## config.mk

```make
export PLATFORM = sky130hd
export DESIGN_NAME = digit_scan_ctrl
export DESIGN_NICKNAME = d
export VERILOG_FILES = /design/src/rtl/digit_scan_ctrl.sv
export SDC_FILE = /design/constraint.sdc
export NUM_CORES = 1
export LEC_CHECK = 0
export CORE_ASPECT_RATIO = 1.2
export CORE_MARGIN = 2
export CORE_UTILIZATION = 48
export CTS_BUF_LIST = sky130_fd_sc_hd__clkbuf_8
export CTS_CLUSTER_DIAMETER = 200
export DETAILED_ROUTE_END_ITERATION = 12
export GPL_TIMING_DRIVEN = 0
export PLACE_DENSITY = 0.83
export SYNTH_ARGS = -nofsm -noshare
export SYNTH_HDL_FRONTEND = slang
export SYNTH_SLANG_ARGS = --single-unit
```

## constraint.sdc

```tcl
create_clock -name clk -period 2.3 [get_ports clk]
set_input_delay 0.69 -clock clk [delete_from_list [all_inputs] [get_ports clk]]
set_output_delay 0.69 -clock clk [all_outputs]
set_load 0.03 [all_outputs]
```

## src/rtl/digit_scan_ctrl.sv

```systemverilog
// Scan controller for a 3-to-8 decoder: steps A through 0..7 with an ON window and a
// dead-time GAP per digit, presenting the latched data nibble of the selected digit.
module digit_scan_ctrl #(
    parameter int ON_CYCLES  = 8,
    parameter int GAP_CYCLES = 2
) (
    input  logic        clk,
    input  logic        rst,
    input  logic        en,
    input  logic [31:0] data,
    input  logic [7:0]  blank_mask,
    output logic [2:0]  A,
    output logic        STA,
    output logic        STB,
    output logic        STC,
    output logic [3:0]  nibble,
    output logic        frame_done
);

    localparam int MAXC = (ON_CYCLES > GAP_CYCLES) ? ON_CYCLES : GAP_CYCLES;
    localparam int CW   = (MAXC > 1) ? $clog2(MAXC) : 1;
    localparam logic [CW-1:0] ON_LAST  = CW'(ON_CYCLES - 1);
    localparam logic [CW-1:0] GAP_LAST = CW'(GAP_CYCLES - 1);

    typedef enum logic [1:0] {S_IDLE, S_ON, S_GAP} state_t;

    state_t        r_state, w_state_nxt;
    logic [CW-1:0] r_cnt, w_cnt_nxt;
    logic [2:0]    r_a, w_a_nxt;
    logic [31:0]   r_data, w_data_src;
    logic [7:0]    r_mask, w_mask_src;
    logic          w_latch;
    logic          w_done_nxt;
    logic          r_sta, r_stb, r_stc, r_done;
    logic [3:0]    r_nib, w_nib_nxt;

    always_comb begin
        w_state_nxt = r_state;
        w_cnt_nxt   = r_cnt;
        w_a_nxt     = r_a;
        w_latch     = 1'b0;
        w_done_nxt  = 1'b0;
        case (r_state)
            S_IDLE: begin
                if (en) begin
                    w_latch     = 1'b1;
                    w_state_nxt = S_ON;
                    w_a_nxt     = 3'd0;
                    w_cnt_nxt   = '0;
                end
            end
            S_ON: begin
                if (r_cnt == ON_LAST) begin
                    w_state_nxt = S_GAP;
                    w_cnt_nxt   = '0;
                end else begin
                    w_cnt_nxt = r_cnt + 1'b1;
                end
            end
            S_GAP: begin
                if (r_cnt == GAP_LAST) begin
                    w_cnt_nxt = '0;
                    if (r_a != 3'd7) begin
                        w_state_nxt = S_ON;
                        w_a_nxt     = r_a + 3'd1;
                    end else begin
                        // Frame boundary: en is only honoured here and in IDLE.
                        w_done_nxt  = 1'b1;
                        w_a_nxt     = 3'd0;
                        w_latch     = en;
                        w_state_nxt = en ? S_ON : S_IDLE;
                    end
                end else begin
                    w_cnt_nxt = r_cnt + 1'b1;
                end
            end
            default: begin
                w_state_nxt = S_IDLE;
                w_cnt_nxt   = '0;
                w_a_nxt     = 3'd0;
            end
        endcase
    end

    // Outputs are computed from the next state so they can be registered without lag.
    assign w_data_src = w_latch ? data : r_data;
    assign w_mask_src = w_latch ? blank_mask : r_mask;
    assign w_nib_nxt  = (w_state_nxt == S_ON) ? w_data_src[{w_a_nxt, 2'b00} +: 4] : r_nib;

    always_ff @(posedge clk or posedge rst) begin
        if (rst) begin
            r_state <= S_IDLE;
            r_cnt   <= '0;
            r_a     <= 3'd0;
            r_data  <= 32'd0;
            r_mask  <= 8'd0;
            r_sta   <= 1'b0;
            r_stb   <= 1'b0;
            r_stc   <= 1'b1;
            r_nib   <= 4'd0;
            r_done  <= 1'b0;
        end else begin
            r_state <= w_state_nxt;
            r_cnt   <= w_cnt_nxt;
            r_a     <= w_a_nxt;
            r_data  <= w_data_src;
            r_mask  <= w_mask_src;
            r_sta   <= (w_state_nxt == S_ON) & ~w_mask_src[w_a_nxt];
            r_stb   <= (w_state_nxt == S_GAP);
            r_stc   <= (w_state_nxt == S_IDLE);
            r_nib   <= w_nib_nxt;
            r_done  <= w_done_nxt;
        end
    end

    assign A          = r_a;
    assign STA        = r_sta;
    assign STB        = r_stb;
    assign STC        = r_stc;
    assign nibble     = r_nib;
    assign frame_done = r_done;

endmodule
```

# Yosys cells after proc, flatten, opt, wreduce, memory -nomap -nowiden
# Index checks and enable logic that the tools add are counted.
dict set report word_totals {
  input_bits 43
  output_inout_bits 11
  regBits 56
  word_cells 51
}
dict set report op_classes {
  muxes 25
  n_shift 1
  n_eq_ne 8
  add_sub_neg 2
  n_lt_le_gt_ge 1
  n_reduce_logical 2
  bitwise 2
}
# op n
set ops {}
lappend ops {{$mux 32} 1}
lappend ops {{$shiftx 32x6->4} 1}
lappend ops {{$mux 3} 6}
lappend ops {{$pmux 3 s3} 2}
lappend ops {{$mux 1} 9}
lappend ops {{$mux 8} 1}
lappend ops {{$add 3x1->3 const B} 2}
lappend ops {{$mux 2} 3}
lappend ops {{$pmux 2 s3} 1}
lappend ops {{$eq 2x1->1 const B} 2}
lappend ops {{$eq 2x2->1 const B} 2}
lappend ops {{$logic_not 2->1} 2}
lappend ops {{$lt 3x4->1 const B} 1}
lappend ops {{$bmux 1 s3} 1}
lappend ops {{$eq 3x1->1 const B} 1}
lappend ops {{$eq 3x3->1 const B} 1}
lappend ops {{$ne 3x3->1 const B} 1}
lappend ops {{$ne 2x2->1 const B} 1}
lappend ops {{$pmux 1 s2} 1}
lappend ops {{$and 1x1->1} 1}
lappend ops {{$not 1->1} 1}

# Logic depth before layout (Yosys ltp)
dict set report depth {
  depth_word 9
  ltp_mapped 11
  mapped_depth_nobuf 9
}

# Worst setup path after synthesis
# No wires, ideal clock.
dict set report synth_path {
  kind {reg-to-reg}
  from {register r_a[0] (netlist: A[0])}
  to {register r_nib[0] (netlist: nibble[0])}
  required_time_ns 2.169
  path_stages_with_launch 10
  setup_slack_ns -0.007
  period_less_slack_ns 2.307
  t_arrival_ns 2.176
  setup_time_ns 0.131
  path_buffers 1
  cell_sequence {dfrtp_1 ha_1 ha_1 and4b_1 o21ai_2 buf_2 mux2_2 mux2i_1 o22a_1 a31oi_1}
}
dict set report synth_between {
  elab_chain_cells 6
  word_cells_on_any_way 15
  classes_between {add/sub: 1; eq/ne: 2; shift: 1; mux: 11}
}
# element line_no
set synth_lines {}
lappend synth_lines {{start: declaration} 29} ;# logic [2:0] r_a, w_a_nxt;
lappend synth_lines {{start signal: assignment} 105} ;# r_a <= w_a_nxt;
lappend synth_lines {{$ne 3x3->1} 63} ;# if (r_a != 3'd7) begin
lappend synth_lines {{$mux 1} 63}
lappend synth_lines {{$mux 1} 61} ;# if (r_cnt == GAP_LAST) begin
lappend synth_lines {{$pmux 1 s2} 43} ;# case (r_state)
lappend synth_lines {{$mux 32} 86} ;# assign w_data_src = w_latch ? data : r_data;
lappend synth_lines {{net w_data_src[8]} 30} ;# logic [31:0] r_data, w_data_src;
lappend synth_lines {{$shiftx 32x6->4} 88} ;# assign w_nib_nxt = (w_state_nxt == S_ON) ? w_data_src[{w_a_nxt, 2'b00} +: 4] : r_nib;
lappend synth_lines {{end signal: assignment} 111} ;# r_nib <= w_nib_nxt;
lappend synth_lines {{end: declaration} 35} ;# logic [3:0] r_nib, w_nib_nxt;
# The timed path passes the listed nets, and every way through them passes these cells.
# A chain may end at the register's enable or synchronous reset.

# Worst setup path after layout
dict set report layout_path {
  from {register r_a[0] (netlist: A[0])}
  to {register r_nib[2] (netlist: nibble[2])}
}
# The elaborated chain is that of the path after synthesis.

==> qor.txt <==
Final WS setup: -0.0158 ns
CP max FO: 8
Syn Nets: 259
sequential element share of the synthesized area: 0.514
initial antenna violation count: 0
Detailed Route Iter0 Violations: 176
CTS buffer count: 5
Max Clock Freq: 432 MHz
Syn Inst Count: 206
Final Hold Violating Endpoints: 0
Peak supply drop: 0.334 mV
Setup crit end: nibble[2]$_DFFE_PP0N_
Async SR Flop Fraction: 1.00
# rows: 30
Sum Neg Setup Slack: -0.0358 ns
Worst R2R Path Depth: 10
fin crit share: 1.01
vias: 1985
top cell type's share of synthesized area: 0.505
Worst R2R End: nibble[2]$_DFFE_PP0N_
clock sink count: 56
maxcap violations: 0
reg2reg start: A[0]$_DFF_PP0_
count leader, synth: dfrtp_1
Clock power frac: 0.325
DIE AREA: 6300 µm²
failing checks: negative setup slack
clock transition at the registers of the reported paths: 0.11 ns
global route total overflow: 0
Netlist cell types: 39
Leakage: 1.91 nW
cell chain of the critical path: ha_4, ha_4, and4b_2, o21ai_4, buf_12, buf_8, mux2_2, mux2i_1, o22a_1, a31oi_1
CP Class: register to register
area grow syn2layout: 42.8%
Synth area leaders: dfrtp_1 (50%), mux2_2 (17%), mux2i_1 (8.1%)
Total Wirelength: 6.54 mm
via-per-instance ratio: 5.74
router iterations before antenna repair: 4
worst slack at placement: -0.605 ns
critical path required time: 2.50 ns
Setup crit start: A[0]$_DFF_PP0_
gpl congestion: 0.796
Crit. End Element: register
die width: 72.8 µm
Clk Latency, worst-skew pair: 0.31 ns
Hold Path Class: register to register
sw frac: 0.217
clk_skew: 0.0133 ns
Final Non-Filler Cells: 346
outcome: finished with violations
final-report setup violation count: 3
Mean Syn Cell Area: 13.2 µm²
DR DRC count: 0
Slew HR: 0.686
share of layout cells above drive strength 1: 0.365
IO Pins: 54
Final HPWL DP: 4.09 mm
combinational share of power: 0.062
Seq pwr share: 0.613
Starting Density: 0.491
R2R setup slack: -0.02 ns
unrepaired setup endpoints after global routing: yes
Max clock buf depth: 2
crit path max-delay cell type: dfrtp_2
Post-synth top cells: dfrtp_1 (55), mux2_2 (40), mux2i_1 (22)
CP startpoint kind: register
pwr/cell area: 412 nW/µm²
flops & latches, synth: 56
total power: 0.00161 W
most frequent CP cell: ha_4
Yosys Warn Count: 0
input/output buffers: 53
P_sw: 0.000348 W
Min Clock Period, post-route: 2.32 ns
all-layer global routing usage: 0.212
dominant synthesized flop cell: dfrtp_1
Fillers: 352
cts hold-fix bufs: 0
crit path DAT: 2.52 ns
Final #Nets: 335
CTS root buf: clkbuf_8
first-pass GRT wire length: 10.4 mm
largest net degree at the start of global routing: 37
Die Span Y: 86.6 µm
post-DR wirelength/cell: 18.9 µm
Placeable Area: 5560 µm²
Worst-Margin Slew: 0.471 ns
CTS H-tree depth: 2
Antenna Nets Post-Route: 0
Int Pwr: 0.00126 W
n_diodes: 0
area leader, netlist: dfrtp_1
crit-path max cell delay: 0.44 ns
vias in the first global route: 2123
Post-Place Cells: 324
synthesized area: 2730 µm²
Post-synth EDFFs: 0
max-slew violation count: 0
TritonCTS clock tree: done
## cell type report
| cell class | instances | area [µm²] | share of cell area |
|---|---|---|---|
| buffer | 7 | 108 | 0.0276 |
| sequential | 56 | 1410 | 0.361 |
| inverter | 9 | 41.3 | 0.0106 |
| multi-input combinational | 134 | 1470 | 0.376 |
| clock inverter | 2 | 12.5 | 0.00321 |
| timing repair buffer | 69 | 713 | 0.183 |
| tap | 64 | 80.1 | 0.0206 |
| clock buffer | 5 | 68.8 | 0.0177 |
## metrics by stage
| stage | cell area (µm²) | util | hold WS (ns) |
|---|---|---|---|
| floorplan | 2730 | - | 0.470 |
| global placement | 3340 | 0.601 | 0.476 |
| detailed placement | 3360 | 0.605 | 0.484 |
| CTS | 3760 | 0.676 | 0.506 |
| global route | 3890 | 0.701 | 0.517 |
| finish | 3890 | 0.701 | 0.503 |
## flip-flops by register name (all words and copies together) (netlist names)
signal / cells
STB: 1
STC: 1
r_cnt: 3
r_data: 32
frame_done: 1
r_mask: 8
r_state: 2
nibble: 4
A: 3
STA: 1
## cell families after synthesis
family | Yosys count | share of synthesized area
AOI/OAI and AO/OA | 33 | 0.0941
adders and majority gates | 10 | 0.0459
buffers and inverters | 16 | 0.0385
DFF | 56 | 0.514
muxes | 62 | 0.246
and+or+nand+nor | 29 | 0.0610
## per-layer routing
layer	vias to the layer above	GRT usage	wire length (µm)
met5	-	0	0
met4	0	0.0471	112
met3	10	0.0349	282
met2	70	0.381	3500
met1	1011	0.265	2650
li1	894	-	-
## layout by cell type (no fill, tap or decap), types with 2 or more instances in the layout
cell type / instances
a21oi_1: 3
mux2i_2: 6
inv_1: 5
mux2i_1: 13
o22a_1: 8
a22oi_1: 2
ha_4: 5
buf_4: 9
nand3_1: 3
mux2_2: 16
ha_2: 2
and3_1: 2
o22ai_1: 2
o21ai_0: 3
dfrtp_1: 53
buf_8: 6
buf_12: 5
nand2_1: 5
nor2_1: 10
buf_6: 2
a22o_1: 2
inv_2: 3
ha_1: 3
clkbuf_8: 5
a31oi_1: 3
mux2i_4: 3
clkdlybuf4s50_1: 51
dfrtp_2: 2
mux2_4: 24
## worst min path at each step
stage                                 to  cells past startpoint  slack [ns]                 start
CTS                  r_mask[7]$_DFF_PP0_                      1        0.51   r_mask[7]$_DFF_PP0_
global route         r_data[3]$_DFF_PP0_                      1        0.52   r_data[3]$_DFF_PP0_
floorplan           r_data[10]$_DFF_PP0_                      1        0.47  r_data[10]$_DFF_PP0_
finish               r_mask[7]$_DFF_PP0_                      1        0.50   r_mask[7]$_DFF_PP0_
global placement    r_data[21]$_DFF_PP0_                      1        0.48  r_data[21]$_DFF_PP0_
detailed placement   r_mask[7]$_DFF_PP0_                      1        0.48   r_mask[7]$_DFF_PP0_
## power groups by stage
stage | Sequential (W) | Combinational (W) | Clock [W]
2_1_floorplan | 0.00100 | 0.0000153 | 0
3_3_place_gp | 0.00100 | 0.0000934 | 0
3_5_place_dp | 0.00100 | 0.0000987 | 0
4_1_cts | 0.000984 | 0.000101 | 0.000527
5_1_grt | 0.000984 | 0.000108 | 0.000569
6_report | 0.000984 | 0.0000996 | 0.000522
## what timing repair did
| item | CTS | global route |
|---|---|---|
| cloned | 4 | 0 |
| buffers inserted | 10 | 2 |
| setup endpoints to repair | 5 | 5 |
| hold endpoints to repair | 0 | 0 |
| pin swaps | 10 | 11 |
| resized for setup | 47 | 36 |
## worst max-delay path, delay by kind of cell (launching register included)
kind,cells,cell delay (ns)
adder cells (fa/ha/maj),2,0.32
multiplexers,2,0.53
AND/OR/NAND/NOR,1,0.23
flip-flops,1,0.44
AO/OA/AOI/OAI,3,0.40
buffers and inverters,2,0.29
(Power assumes the default switching activity.)
